File: src/rtl/iterative_divider.sv
// ============================================================================
//  Module   : iterative_divider
//  Purpose  : Multi-cycle radix-2 restoring divider with runtime signed or
//             unsigned mode. Resolves BITS_PER_CYCLE quotient bits per clock
//             and uses a start/ready/valid handshake.
//  Params   : WIDTH          - operand/result width (>= 4)
//             BITS_PER_CYCLE - quotient bits per clock (must divide WIDTH)
//  Ports    : clk_in        in   clock, rising edge
//             rst_in        in   asynchronous active-high reset
//             start_in      in   request, accepted only while ready_out=1
//             signed_in     in   1 = two's complement operands
//             dividend_in   in   [WIDTH]  dividend, sampled on accept
//             divisor_in    in   [WIDTH]  divisor, sampled on accept
//             ready_out     out  idle, can accept a start
//             valid_out     out  one-cycle result strobe
//             quotient_out  out  [WIDTH] quotient (held until next valid)
//             remainder_out out  [WIDTH] remainder (held until next valid)
//             dbz_out       out  divisor was zero
//             ovf_out       out  signed most-negative / -1 overflow
//  Options  : ITERATIVE_DIVIDER_DBZ_SHORTCUT_EN - when defined, a zero
//             divisor skips the iterations and returns after 2 cycles.
//  Revision : 1.0 - initial release
// ============================================================================
`default_nettype none

module iterative_divider #(
  parameter int WIDTH          = 16,
  parameter int BITS_PER_CYCLE = 1
) (
  input  logic             clk_in,
  input  logic             rst_in,
  input  logic             start_in,
  input  logic             signed_in,
  input  logic [WIDTH-1:0] dividend_in,
  input  logic [WIDTH-1:0] divisor_in,
  output logic             ready_out,
  output logic             valid_out,
  output logic [WIDTH-1:0] quotient_out,
  output logic [WIDTH-1:0] remainder_out,
  output logic             dbz_out,
  output logic             ovf_out
);

  localparam int               C_ITER     = WIDTH / BITS_PER_CYCLE;
  localparam int               C_CW       = $clog2(C_ITER + 1);
  localparam logic [C_CW-1:0]  C_ITER_LD  = C_CW'(C_ITER);
  localparam logic [C_CW-1:0]  C_ONE      = C_CW'(1);
  localparam logic [WIDTH-1:0] C_MOST_NEG = {1'b1, {(WIDTH-1){1'b0}}};

  typedef enum logic [1:0] {
    S_IDLE = 2'd0,
    S_PREP = 2'd1,
    S_RUN  = 2'd2,
    S_FIX  = 2'd3
  } state_t;

  state_t           r_state;
  logic [WIDTH-1:0] r_dividend;   // operands as accepted
  logic [WIDTH-1:0] r_divisor;
  logic             r_signed;
  logic [WIDTH-1:0] r_dvs_mag;    // divisor magnitude
  logic [WIDTH-1:0] r_rem;        // partial remainder
  logic [WIDTH-1:0] r_quo;        // dividend bits out at MSB, quotient bits in at LSB
  logic [C_CW-1:0]  r_cnt;
  logic             r_q_neg;
  logic             r_r_neg;
  logic             r_dbz;
  logic             r_ovf;

  logic             w_dvd_neg;
  logic             w_dvs_neg;
  logic             w_dvs_zero;

  assign w_dvd_neg  = r_signed & r_dividend[WIDTH-1];
  assign w_dvs_neg  = r_signed & r_divisor[WIDTH-1];
  assign w_dvs_zero = (r_divisor == '0);

  // --------------------------------------------------------------------------
  // Combinational chain of BITS_PER_CYCLE restoring sub-steps.
  // The partial remainder is always below the divisor magnitude, so the
  // shifted value is below twice the divisor and bit WIDTH of a WIDTH+1 bit
  // difference is exactly the borrow. With a zero divisor the remainder only
  // ever holds the dividend bits shifted in so far, so the shifted MSB stays 0,
  // no borrow occurs and the quotient fills with ones.
  // --------------------------------------------------------------------------
  logic [WIDTH-1:0] w_rem_chain [0:BITS_PER_CYCLE];
  logic [WIDTH-1:0] w_quo_chain [0:BITS_PER_CYCLE];

  assign w_rem_chain[0] = r_rem;
  assign w_quo_chain[0] = r_quo;

  generate
    for (genvar gi = 0; gi < BITS_PER_CYCLE; gi++) begin : g_step
      logic [WIDTH:0] w_shift;
      logic [WIDTH:0] w_diff;
      logic           w_borrow;

      assign w_shift  = {w_rem_chain[gi], w_quo_chain[gi][WIDTH-1]};
      assign w_diff   = w_shift - {1'b0, r_dvs_mag};
      assign w_borrow = w_diff[WIDTH];

      assign w_rem_chain[gi+1] = w_borrow ? w_shift[WIDTH-1:0] : w_diff[WIDTH-1:0];
      assign w_quo_chain[gi+1] = {w_quo_chain[gi][WIDTH-2:0], ~w_borrow};
    end
  endgenerate

  always_ff @(posedge clk_in or posedge rst_in) begin
    if (rst_in) begin
      r_state       <= S_IDLE;
      r_dividend    <= '0;
      r_divisor     <= '0;
      r_signed      <= 1'b0;
      r_dvs_mag     <= '0;
      r_rem         <= '0;
      r_quo         <= '0;
      r_cnt         <= '0;
      r_q_neg       <= 1'b0;
      r_r_neg       <= 1'b0;
      r_dbz         <= 1'b0;
      r_ovf         <= 1'b0;
      ready_out     <= 1'b1;
      valid_out     <= 1'b0;
      quotient_out  <= '0;
      remainder_out <= '0;
      dbz_out       <= 1'b0;
      ovf_out       <= 1'b0;
    end else begin
      valid_out <= 1'b0;
      case (r_state)
        S_IDLE: begin
          if (start_in) begin
            r_dividend <= dividend_in;
            r_divisor  <= divisor_in;
            r_signed   <= signed_in;
            ready_out  <= 1'b0;
            r_state    <= S_PREP;
          end
        end

        S_PREP: begin
          r_quo     <= w_dvd_neg ? -r_dividend : r_dividend;
          r_dvs_mag <= w_dvs_neg ? -r_divisor  : r_divisor;
          r_q_neg   <= w_dvd_neg ^ w_dvs_neg;
          r_r_neg   <= w_dvd_neg;
          r_rem     <= '0;
          r_cnt     <= C_ITER_LD;
          r_dbz     <= w_dvs_zero;
          r_ovf     <= r_signed && (r_dividend == C_MOST_NEG) && (&r_divisor);
`ifdef ITERATIVE_DIVIDER_DBZ_SHORTCUT_EN
          r_state   <= w_dvs_zero ? S_FIX : S_RUN;
`else
          r_state   <= S_RUN;
`endif
        end

        S_RUN: begin
          r_rem <= w_rem_chain[BITS_PER_CYCLE];
          r_quo <= w_quo_chain[BITS_PER_CYCLE];
          r_cnt <= r_cnt - C_ONE;
          if (r_cnt == C_ONE) begin
            r_state <= S_FIX;
          end
        end

        S_FIX: begin
          // Most-negative / -1 needs no special case: the magnitude quotient
          // is already the most-negative pattern and both signs cancel.
          quotient_out  <= r_q_neg ? -r_quo : r_quo;
          remainder_out <= r_r_neg ? -r_rem : r_rem;
          dbz_out       <= r_dbz;
          ovf_out       <= r_ovf;
`ifdef ITERATIVE_DIVIDER_DBZ_SHORTCUT_EN
          if (r_dbz) begin
            quotient_out  <= '1;
            remainder_out <= r_dividend;
          end
`endif
          valid_out <= 1'b1;
          ready_out <= 1'b1;
          r_state   <= S_IDLE;
        end

        default: begin
          r_state <= S_IDLE;
        end
      endcase
    end
  end

endmodule

`default_nettype wire

File: config.mk
export PLATFORM = sky130hd
export DESIGN_NAME = iterative_divider
export DESIGN_NICKNAME = d
export VERILOG_FILES = /design/src/rtl/iterative_divider.sv
export SDC_FILE = /design/constraint.sdc
export NUM_CORES = 1
export LEC_CHECK = 0
export BUFFER_PORTS_ARGS = -buffer_cell sky130_fd_sc_hd__buf_2
export CELL_PAD_IN_SITES_DETAIL_PLACEMENT = 0
export CELL_PAD_IN_SITES_GLOBAL_PLACEMENT = 1
export CORE_UTILIZATION = 46
export CTS_CLUSTER_DIAMETER = 150
export DETAILED_ROUTE_END_ITERATION = 16
export PLACE_DENSITY_LB_ADDON = 0.1
export SLEW_MARGIN = 5
export SYNTH_ARGS = -nofsm -noshare
export SYNTH_HDL_FRONTEND = slang
export SYNTH_SLANG_ARGS = --single-unit
File: constraint.sdc
create_clock -name clk_in -period 5.48 [get_ports clk_in]
set_input_delay 0.548 -clock clk_in [delete_from_list [all_inputs] [get_ports clk_in]]
set_output_delay 0.548 -clock clk_in [all_outputs]
set_load 0.01 [all_outputs]
==> impl_metrics.env, run 1 <==
export IMPL_status="completed"
export IMPL_max_slew_margin_pct=25.0
export IMPL_syn_area_um2=7260
export IMPL_critPathTopFamily="compound AO/OA/AOI/OAI gates"
export IMPL_first_iter_violations=225
export IMPL_grt_overflow=0
export IMPL_die_h_um=128
export IMPL_slowest_delay_ns=0.89
export IMPL_cts_resized=0
export IMPL_num_io_pins=72
export IMPL_place_area_um2=7760
export IMPL_critical_path_startpoint="r_quo[15]"
export IMPL_worstSetupStartpointType="register"
export IMPL_power_leakage_nw=3.84
export IMPL_dieArea_um2=16300
export IMPL_cts_hold_buffers_added=0
export IMPL_tightest_slew_ns=1.12
export IMPL_h_tree_depth=4
export IMPL_area_growth_pct=15.4
export IMPL_worstSetupPathType="register to register"
export IMPL_layout_drive_gt1_share_pct=19.8
export IMPL_gp_congestion=0.837
export IMPL_fp_row_count=45
export IMPL_postCtsSetupRepairBufs=0
export IMPL_powerDensity_nw_per_um2=618
export IMPL_finalPower_mw=5.18
export IMPL_cts_sinks=128
export IMPL_hpwl_um=11800
export IMPL_fin_hold_ws_ns=0.298
export IMPL_start_util_pct=47.4
export IMPL_fmax_mhz=300
export IMPL_wl_per_cell_um=15.6
export IMPL_grt_antenna_before_repair=0
export IMPL_syn_num_nets=823
export IMPL_synth_area_per_cell_um2=9.57
export IMPL_grt_use_total_pct=21.3
export IMPL_worstReg2RegStart="r_quo[15]"
export IMPL_ys_seq_area_share_pct=44.1
export IMPL_cp_endpoint="r_rem[15]"
export IMPL_mostFrequentLayoutCells="dfrtp_1, nor2_1, a21oi_1"
export IMPL_grt_pass1_wl_um=27200
export IMPL_cp_depth=10
export IMPL_required_ns=5.77
export IMPL_ir_drop_mv=0.284
export IMPL_async_flop_share_pct=100
export IMPL_min_period_ns=3.34
export IMPL_placeableCoreArea_um2=15300
export IMPL_slew_viol_final=0
export IMPL_grt_pass1_vias=5245
export IMPL_numCtsBuffers=17
export IMPL_yosysWarnings=0
export IMPL_cp_max_fo=22
export IMPL_vias=5526
export IMPL_stdcell_area_um2=8390
export IMPL_setup_tns_ns=0
export IMPL_path_buf_inv=1
export IMPL_synth_ff_type="dfrtp_1"
export IMPL_arrival_ns=3.63
export IMPL_antenna_cells=0
export IMPL_synth_edf_count=0
export IMPL_ys_seq_elements=128
export IMPL_final_nets=879
export IMPL_ys_types=55
export IMPL_crit_path_end_kind="register"
export IMPL_drt_first_pass_iters=4
export IMPL_final_common_cell="dfrtp_1"
export IMPL_syn_inst=759
export IMPL_die_x_um=128
export IMPL_maxCapViolations=0
export IMPL_slowest_stage="o211ai_2"
export IMPL_vias_per_cell=5.32
export IMPL_port_buffers=71
export IMPL_cts_tree="yes"
export IMPL_timing_final_crit_share_pct=60.9
export IMPL_cts_root_buffer="clkbuf_16"
export IMPL_grt_max_degree=75
export IMPL_hold_path_class="input pin to asynchronous set/reset pin"
export IMPL_clkSlewWorstSetupHoldPaths_ns=0.06
export IMPL_hold_viol=0
export IMPL_drc=0
export IMPL_antenna_left=0
export IMPL_cts_buffer_depth=2
export IMPL_clk_latency_ns=0.42
export IMPL_finalSetupViolCount=0
export IMPL_wl_um=16200
export IMPL_reg2reg_slack_ns=2.14
export IMPL_reg2reg_to="r_rem[15]"
export IMPL_crit_path_cell_trace="inv_1 -> ha_1 -> fa_1 -> nand2b_1 -> a21oi_1 -> o21ai_0 -> o21a_1 -> o211ai_2 -> a211oi_1 -> a221o_1"
export IMPL_clock_skew_ns=0.0161
export IMPL_reg2reg_depth=10
export IMPL_rsz0062_at_grt="no"
## cells in the mapped netlist (11+ instances only)
master	n	area share, %
dfrtp_1	127	44
nor2_1	82	4.2
a21oi_1	75	5.2
nand2_1	64	3.3
mux2_2	48	7.4
o21ai_0	44	3.0
inv_1	37	1.9
xor2_1	35	4.2
clkbuf_1	32	1.7
xnor2_1	31	3.7
ha_1	27	4.7
mux2i_1	18	2.5
o31ai_1	16	1.7
o2bb2ai_1	15	1.8
nor3_1	13	0.90
nand3_1	11	0.76
## kinds of logic (layout without fill, tap and decap cells)
| kind of cell | Yosys count | after routing | synth area share, % |
|---|---|---|---|
| buf+inv | 75 | 144 | 4.08 |
| fa+ha+maj | 28 | 28 | 4.93 |
| simple gates | 213 | 213 | 13.4 |
| mux | 67 | 67 | 10.1 |
| flops | 128 | 128 | 44.1 |
| xor+xnor | 66 | 66 | 7.96 |
| compound gates | 182 | 182 | 15.4 |
## registers in the layout, summed over array words and instances (netlist names), 2 cells and up
register	flops
r_divisor	16
r_state	2
quotient_out	16
r_dvs_mag	16
r_dividend	16
remainder_out	16
r_cnt	5
r_rem	16
r_quo	16
## how the worst min path moves through the flow
stage | end | slack, ns
2_1_floorplan | r_cnt[3] | 0.45
3_3_place_gp | ready_out | 0.45
3_5_place_dp | ready_out | 0.46
4_1_cts | r_divisor[5] | 0.34
5_1_grt | r_divisor[5] | 0.34
6_report | r_dividend[0] | 0.30
## report_power, final
| group | switching (mW) | internal, mW | total (mW) |
|---|---|---|---|
| combinational | 1.24 | 0.965 | 2.20 |
| sequential | 0.437 | 1.36 | 1.80 |
| clock | 0.426 | 0.753 | 1.18 |
## per-stage QoR
| stage | util (%) | setup WS, ns | std cells |
|---|---|---|---|
| floorplan | - | 1.52 | 759 |
| global placement | 50.7 | 2.22 | 1007 |
| detailed placement | 50.7 | 2.17 | 1007 |
| CTS | 54.8 | 2.14 | 1039 |
| global route | 54.8 | 1.91 | 1039 |
| finish | 54.8 | 2.14 | 1039 |
## worst register-to-register path, delay by kind of cell (launching register included)
kind | cells | cell delay (ns)
adders and majority gates | 2 | 0.62
DFF | 1 | 0.37
AOI/OAI and AO/OA | 6 | 1.96
buffers and inverters | 1 | 0.09
and+or+nand+nor | 1 | 0.18
## layer usage
layer | GRT usage, % | wire length [µm] | part of all wire [%] | vias to the layer above
li1 | - | - | - | 2792
met1 | 32.0 | 8420 | 52 | 2586
met2 | 30.4 | 6910 | 43 | 133
met3 | 4.67 | 643 | 4.0 | 15
met4 | 7.06 | 211 | 1.3 | 0
met5 | 0 | 0 | 0 | -
## cell type report
class,count,area (µm²)
tap,211,264
inverter,37,141
clock inverter,12,158
clock buffer,20,467
timing repair buffer,75,385
fill,1393,6930
sequential,128,3200
multi-input combinational,556,3770
Power figures use the tool's default switching activity.
==> inputs of run 2 (changes only) <==
ABC_AREA = 1   (was default)
CORE_UTILIZATION = 44   (was 46)
clock period = 3.1 ns   (was 5.48 ns; I/O delays follow)
==> impl_metrics.env, run 2 <==
export IMPL_status="finished, violations left"
export IMPL_violations="DRC"
export IMPL_cts_tree="yes"
export IMPL_numCtsBuffers=17
export IMPL_fmax_mhz=436
export IMPL_worstSetupPathType="register to register"
export IMPL_power_leakage_nw=4.79
export IMPL_min_period_ns=2.30
export IMPL_syn_inst=1062
export IMPL_synth_top_cell_area_share_pct=41.0
export IMPL_port_buffers=71
export IMPL_antenna_left=0
export IMPL_antenna_cells=0
export IMPL_die_h_um=135
export IMPL_cts_hold_buffers_added=0
export IMPL_required_ns=3.41
export IMPL_yosysMostFrequentCell="nand2_1"
export IMPL_ys_seq_elements=128
export IMPL_timing_final_crit_share_pct=74.1
export IMPL_first_iter_violations=371
export IMPL_clk_latency_ns=0.42
export IMPL_postCtsSetupRepairBufs=0
export IMPL_post_route_util_pct=52.3
export IMPL_grt_pass1_vias=6416
export IMPL_final_common_cell="nand2_1"
export IMPL_cp_max_fo=15
export IMPL_hold_path_class="input pin to asynchronous set/reset pin"
export IMPL_wl_per_cell_um=14.9
export IMPL_critical_path_startpoint="r_quo[15]"
export IMPL_placeableCoreArea_um2=17200
export IMPL_crit_path_end_kind="register"
export IMPL_rsz0062_at_grt="no"
export IMPL_synth_ff_type="dfrtp_1"
export IMPL_vias=6839
export IMPL_gp_congestion=0.831
export IMPL_slew_viol_final=0
export IMPL_wl_um=20300
export IMPL_ys_types=41
export IMPL_start_util_pct=45.0
export IMPL_final_nets=1195
export IMPL_arrival_ns=2.60
export IMPL_cts_buffer_depth=2
export IMPL_grt_pass1_wl_um=33500
export IMPL_worstSetupStartpointType="register"
export IMPL_fp_row_count=48
export IMPL_layout_drive_gt1_share_pct=12.7
export IMPL_yosysTopAreaCell="dfrtp_1"
export IMPL_cts_sinks=128
export IMPL_synth_area_per_cell_um2=7.30
export IMPL_grt_use_total_pct=23.8
export IMPL_drt_first_pass_iters=13
export IMPL_yosysWarnings=0
export IMPL_syn_area_um2=7760
export IMPL_vias_per_cell=5.00
export IMPL_grt_max_degree=65
export IMPL_grt_antenna_before_repair=0
export IMPL_worstReg2RegStart="r_quo[15]"
export IMPL_async_flop_share_pct=100
export IMPL_hold_viol=0
export IMPL_die_x_um=135
export IMPL_cts_resized=0
export IMPL_finalSetupViolCount=0
export IMPL_dieArea_um2=18200
export IMPL_hpwl_um=15300
export IMPL_synth_area_top_cells="dfrtp_1, nand2_1, inv_1, nand3_1, o21ai_0"
export IMPL_grt_overflow=0
export IMPL_syn_num_nets=1126
export IMPL_setup_tns_ns=0
export IMPL_mostFrequentLayoutCells="nand2_1, inv_1, dfrtp_1"
export IMPL_maxCapViolations=0
export IMPL_max_slew_margin_pct=49.1
export IMPL_fillers=1774
export IMPL_cts_root_buffer="clkbuf_16"
export IMPL_powerDensity_nw_per_um2=1320
export IMPL_ys_seq_area_share_pct=41.3
export IMPL_area_growth_pct=16.3
export IMPL_synth_commonest_cells="nand2_1, inv_1, dfrtp_1"
export IMPL_tightest_slew_ns=0.762
export IMPL_clkSlewWorstSetupHoldPaths_ns=0.06
export IMPL_synth_edf_count=0
export IMPL_ir_drop_mv=0.573
export IMPL_drc=1
export IMPL_clock_skew_ns=0.0101
export IMPL_num_io_pins=72
export IMPL_h_tree_depth=4
## run 2: changes by cell type after synthesis, moves of 18 or more
cell     change
mux2i_1     -18
inv_1      +106
mux2_2      -48
a21oi_1     -59
o21ai_0     +39
nand2_1    +276
nor2_1      -31
nand3_1     +96
xnor2_1     -27
## run 2: metrics by stage
step	hold WS (ns)	area, µm²	cells	power (mW)	setup slack, ns
floorplan	0.420	7760	1062	7.93	1.06
global placement	0.457	8350	1337	9.63	0.870
detailed placement	0.457	8350	1337	9.65	0.800
CTS	0.0321	9020	1369	12.0	0.793
global route	0.0639	9020	1369	13.1	0.580
finish	0.00372	9020	1369	12.0	0.804
## run 2: worst paths after layout
| path | endpoint | slack [ns] | cells past startpoint |
|---|---|---|---|
| max in group asynchronous | ready_out | 2.30 | 3 |
| max | r_rem[12] | 0.80 | 15 |
| max reg2reg | r_rem[12] | 0.80 | 15 |
| min in group clk_in | r_signed | 0.08 | 3 |
| min | r_divisor[5] | 0.004 | 2 |
| min reg2reg | quotient_out[9] | 0.47 | 2 |
## run 2: kinds of logic after synthesis
logic type / share of synthesized area, %
AO/OA/AOI/OAI: 10.2
flip-flops: 41.3
XOR/XNOR: 3.95
adder cells (fa/ha/maj): 4.61
AND/OR/NAND/NOR: 30.9
buffers and inverters: 9.05
## run 2: area by class of cell
class	count	area, µm²	share of cell area, %
inverters	148	559	6.20
clock inverters	13	233	2.58
repair buffers	82	450	4.99
flip-flops and latches	128	3200	35.5
well taps	225	282	3.12
clock buffers	19	443	4.91
multi-input cells	754	3850	42.7
## run 2: power by group
part / internal, mW / leakage [nW] / switching [mW] / total (mW)
Clock: 1.53 / 0.328 / 0.777 / 2.31
Sequential: 2.40 / 1.65 / 0.652 / 3.05
Combinational: 2.22 / 2.82 / 4.36 / 6.59
## run 2: critical path: stages, from the launching register on
cell     delay (ns)
dfrtp_1        0.36
inv_1          0.07
ha_1           0.21
fa_1           0.41
inv_1          0.11
nand2_1        0.05
nand2_1        0.09
nand3_2        0.09
nand2_4        0.10
nand2_4        0.07
nand2_4        0.07
nand2_4        0.11
nand2_4        0.23
nand2_1        0.08
nand3_1        0.07
nand2_1        0.05
## run 2: layer usage
metal	vias up	wire, µm	share of wire [%]	GRT usage [%]
met1	3129	10300	50	34.7
met2	147	9000	44	36.6
met3	21	833	4.1	3.90
met5	-	0	0	0
li1	3542	-	-	-
met4	0	252	1.2	6.37
==> inputs of run 3 (changes only) <==
clock period = 2.2 ns   (was 3.1 ns; I/O delays follow)
==> impl_metrics.env, run 3 (synthesized netlist as in run 2, its figures left out) <==
export IMPL_p_int_mw=9.07
export IMPL_violations="DRC"
export IMPL_h_tree_depth=4
export IMPL_cts_root_buffer="clkbuf_16"
export IMPL_dieArea_um2=18200
export IMPL_finalSetupViolCount=0
export IMPL_slowest_stage="dfrtp_1"
export IMPL_vias=7073
export IMPL_grt_overflow=0
export IMPL_hpwl_um=15300
export IMPL_fin_hold_ws_ns=0.0142
export IMPL_combPwrFrac_pct=57.3
export IMPL_numCtsBuffers=17
export IMPL_slowest_delay_ns=0.38
export IMPL_wl_per_cell_um=14.3
export IMPL_status="finished, violations left"
export IMPL_antenna_cells=0
export IMPL_worstSetupStartpointType="register"
export IMPL_worstSetupPathType="register to register"
export IMPL_arrival_ns=2.38
export IMPL_final_common_cell="nand2_1"
export IMPL_powerDensity_nw_per_um2=1810
export IMPL_drt_first_pass_iters=11
export IMPL_clk_latency_ns=0.42
export IMPL_timing_final_crit_share_pct=94.9
export IMPL_dp_cells=1359
export IMPL_hold_viol=0
export IMPL_cp_common_cell="nand2_1"
export IMPL_switching_share_pct=47.9
export IMPL_gp_congestion=0.867
export IMPL_min_period_ns=2.09
export IMPL_required_ns=2.49
export IMPL_start_util_pct=45.0
export IMPL_reg2reg_depth=12
export IMPL_num_io_pins=72
export IMPL_grt_pass1_wl_um=34100
export IMPL_cts_tree="yes"
export IMPL_power_switching_mw=8.35
export IMPL_hold_path_class="input pin to register"
export IMPL_final_nets=1251
export IMPL_first_iter_violations=477
export IMPL_vias_per_cell=4.96
export IMPL_grt_max_degree=48
export IMPL_drc=1
export IMPL_clkPwrFrac_pct=18.5
export IMPL_die_x_um=135
export IMPL_slew_viol_final=0
export IMPL_mostFrequentLayoutCells="nand2_1, inv_1, dfrtp_1"
export IMPL_fmax_mhz=479
export IMPL_max_slew_margin_pct=61.3
export IMPL_port_buffers=71
export IMPL_layout_drive_gt1_share_pct=15.4
export IMPL_maxCapViolations=0
export IMPL_reg2reg_slack_ns=0.11
export IMPL_clock_skew_ns=0.0109
export IMPL_placeableCoreArea_um2=17200
export IMPL_clkSlewWorstSetupHoldPaths_ns=0.06
export IMPL_hold_path_depth=3
export IMPL_power_leakage_nw=5.07
export IMPL_fp_row_count=48
export IMPL_grt_antenna_before_repair=0
export IMPL_ir_drop_mv=0.782
export IMPL_wl_um=20400
export IMPL_cts_sinks=128
export IMPL_crit_path_cell_trace="inv_1 -> ha_1 -> nand2_2 -> inv_1 -> nand2_1 -> nand2_1 -> a21oi_4 -> nand3_4 -> nand2_8 -> nand2_2 -> nand3_1 -> nand2_1"
export IMPL_power_frac_seq_pct=24.2
export IMPL_cts_buffer_depth=2
export IMPL_fillers=1707
export IMPL_cp_max_fo=14
export IMPL_tightest_slew_ns=0.577
export IMPL_antenna_left=0
export IMPL_finalNonFillerCells=1425
export IMPL_grt_pass1_vias=6740
export IMPL_area_growth_pct=23.9
export IMPL_crit_path_end_kind="register"
export IMPL_grt_use_total_pct=24.1
export IMPL_die_h_um=135
## run 3: cell types whose count changed in the layout (fill, tap and decap cells not counted), moves of 3 or more
cell           change
dlygate4sd3_1     +28
nand2_2            +3
inv_2              +3
inv_8              +3
ha_1               -4
nand2_1            -3
inv_1              -3
buf_12             +3
buf_4             +23
inv_6              +4
## run 3: cell type report
cell class / count / area, µm² / share of cell area [%]
timing repair buffer: 138 / 1000 / 10.4
tap: 225 / 282 / 2.93
clock buffer: 17 / 425 / 4.42
clock inverter: 15 / 244 / 2.54
multi-input combinational: 754 / 3900 / 40.6
sequential: 128 / 3200 / 33.3
inverter: 148 / 559 / 5.82
## run 3: through the flow
stage                     total power [mW]  util (%)  TNS [ns]  setup slack (ns)  cell area (µm²)
after detailed placement              13.8      49.6         0            0.0114             8550
after global routing                  19.1      55.8   -0.0421           -0.0195             9610
after floorplan                       11.2         -         0             0.157             7760
after global placement                13.8      49.6         0            0.0720             8550
final                                 17.4      55.8         0             0.112             9610
after CTS                             17.2      55.2         0            0.0164             9510
## run 3: path summary, 6_finish.rpt
check | from | endpoint
worst min register to register | ready_out | ready_out
min in group asynchronous | rst_in | r_divisor[10]
max in group asynchronous | rst_in | r_cnt[1]
worst max-delay path | r_dvs_mag[14] | r_rem[5]
worst min-delay path | dividend_in[0] | r_dividend[0]
worst max register to register | r_dvs_mag[14] | r_rem[5]
## run 3: power by group through the flow
stage | combinational (mW) | clock [mW] | sequential (mW)
final | 9.98 | 3.22 | 4.21
after global routing | 11.3 | 3.39 | 4.34
after CTS | 9.75 | 3.29 | 4.20
after detailed placement | 9.61 | 0 | 4.23
after global placement | 9.61 | 0 | 4.22
after floorplan | 7.06 | 0 | 4.11
## run 3: repair_timing
| item | 4_1_cts | 5_1_grt |
|---|---|---|
| endpoints found under the setup margin | 1 | 17 |
| cloned | 0 | 1 |
| hold buffers | 28 | 0 |
| gates resized for setup | 1 | 13 |
| hold endpoints to repair | 45 | 0 |
| pin swaps | 0 | 7 |
| setup buffers | 0 | 5 |
## run 3: layer usage
metal	GRT usage, %	share of wire [%]	up-vias	wire (µm)
met5	0	0	-	0
met4	7.62	1.5	0	297
met3	3.60	3.6	24	727
met2	37.1	44	173	9000
met1	35.0	51	3213	10400
li1	-	-	3663	-
## run 3: critical path: cells and delay by family (launching register included)
kind | cells | cell delay, ns
AND/OR/NAND/NOR | 8 | 0.86
flip-flops | 1 | 0.38
adder cells (fa/ha/maj) | 1 | 0.32
AO/OA/AOI/OAI | 1 | 0.22
buffers and inverters | 2 | 0.18
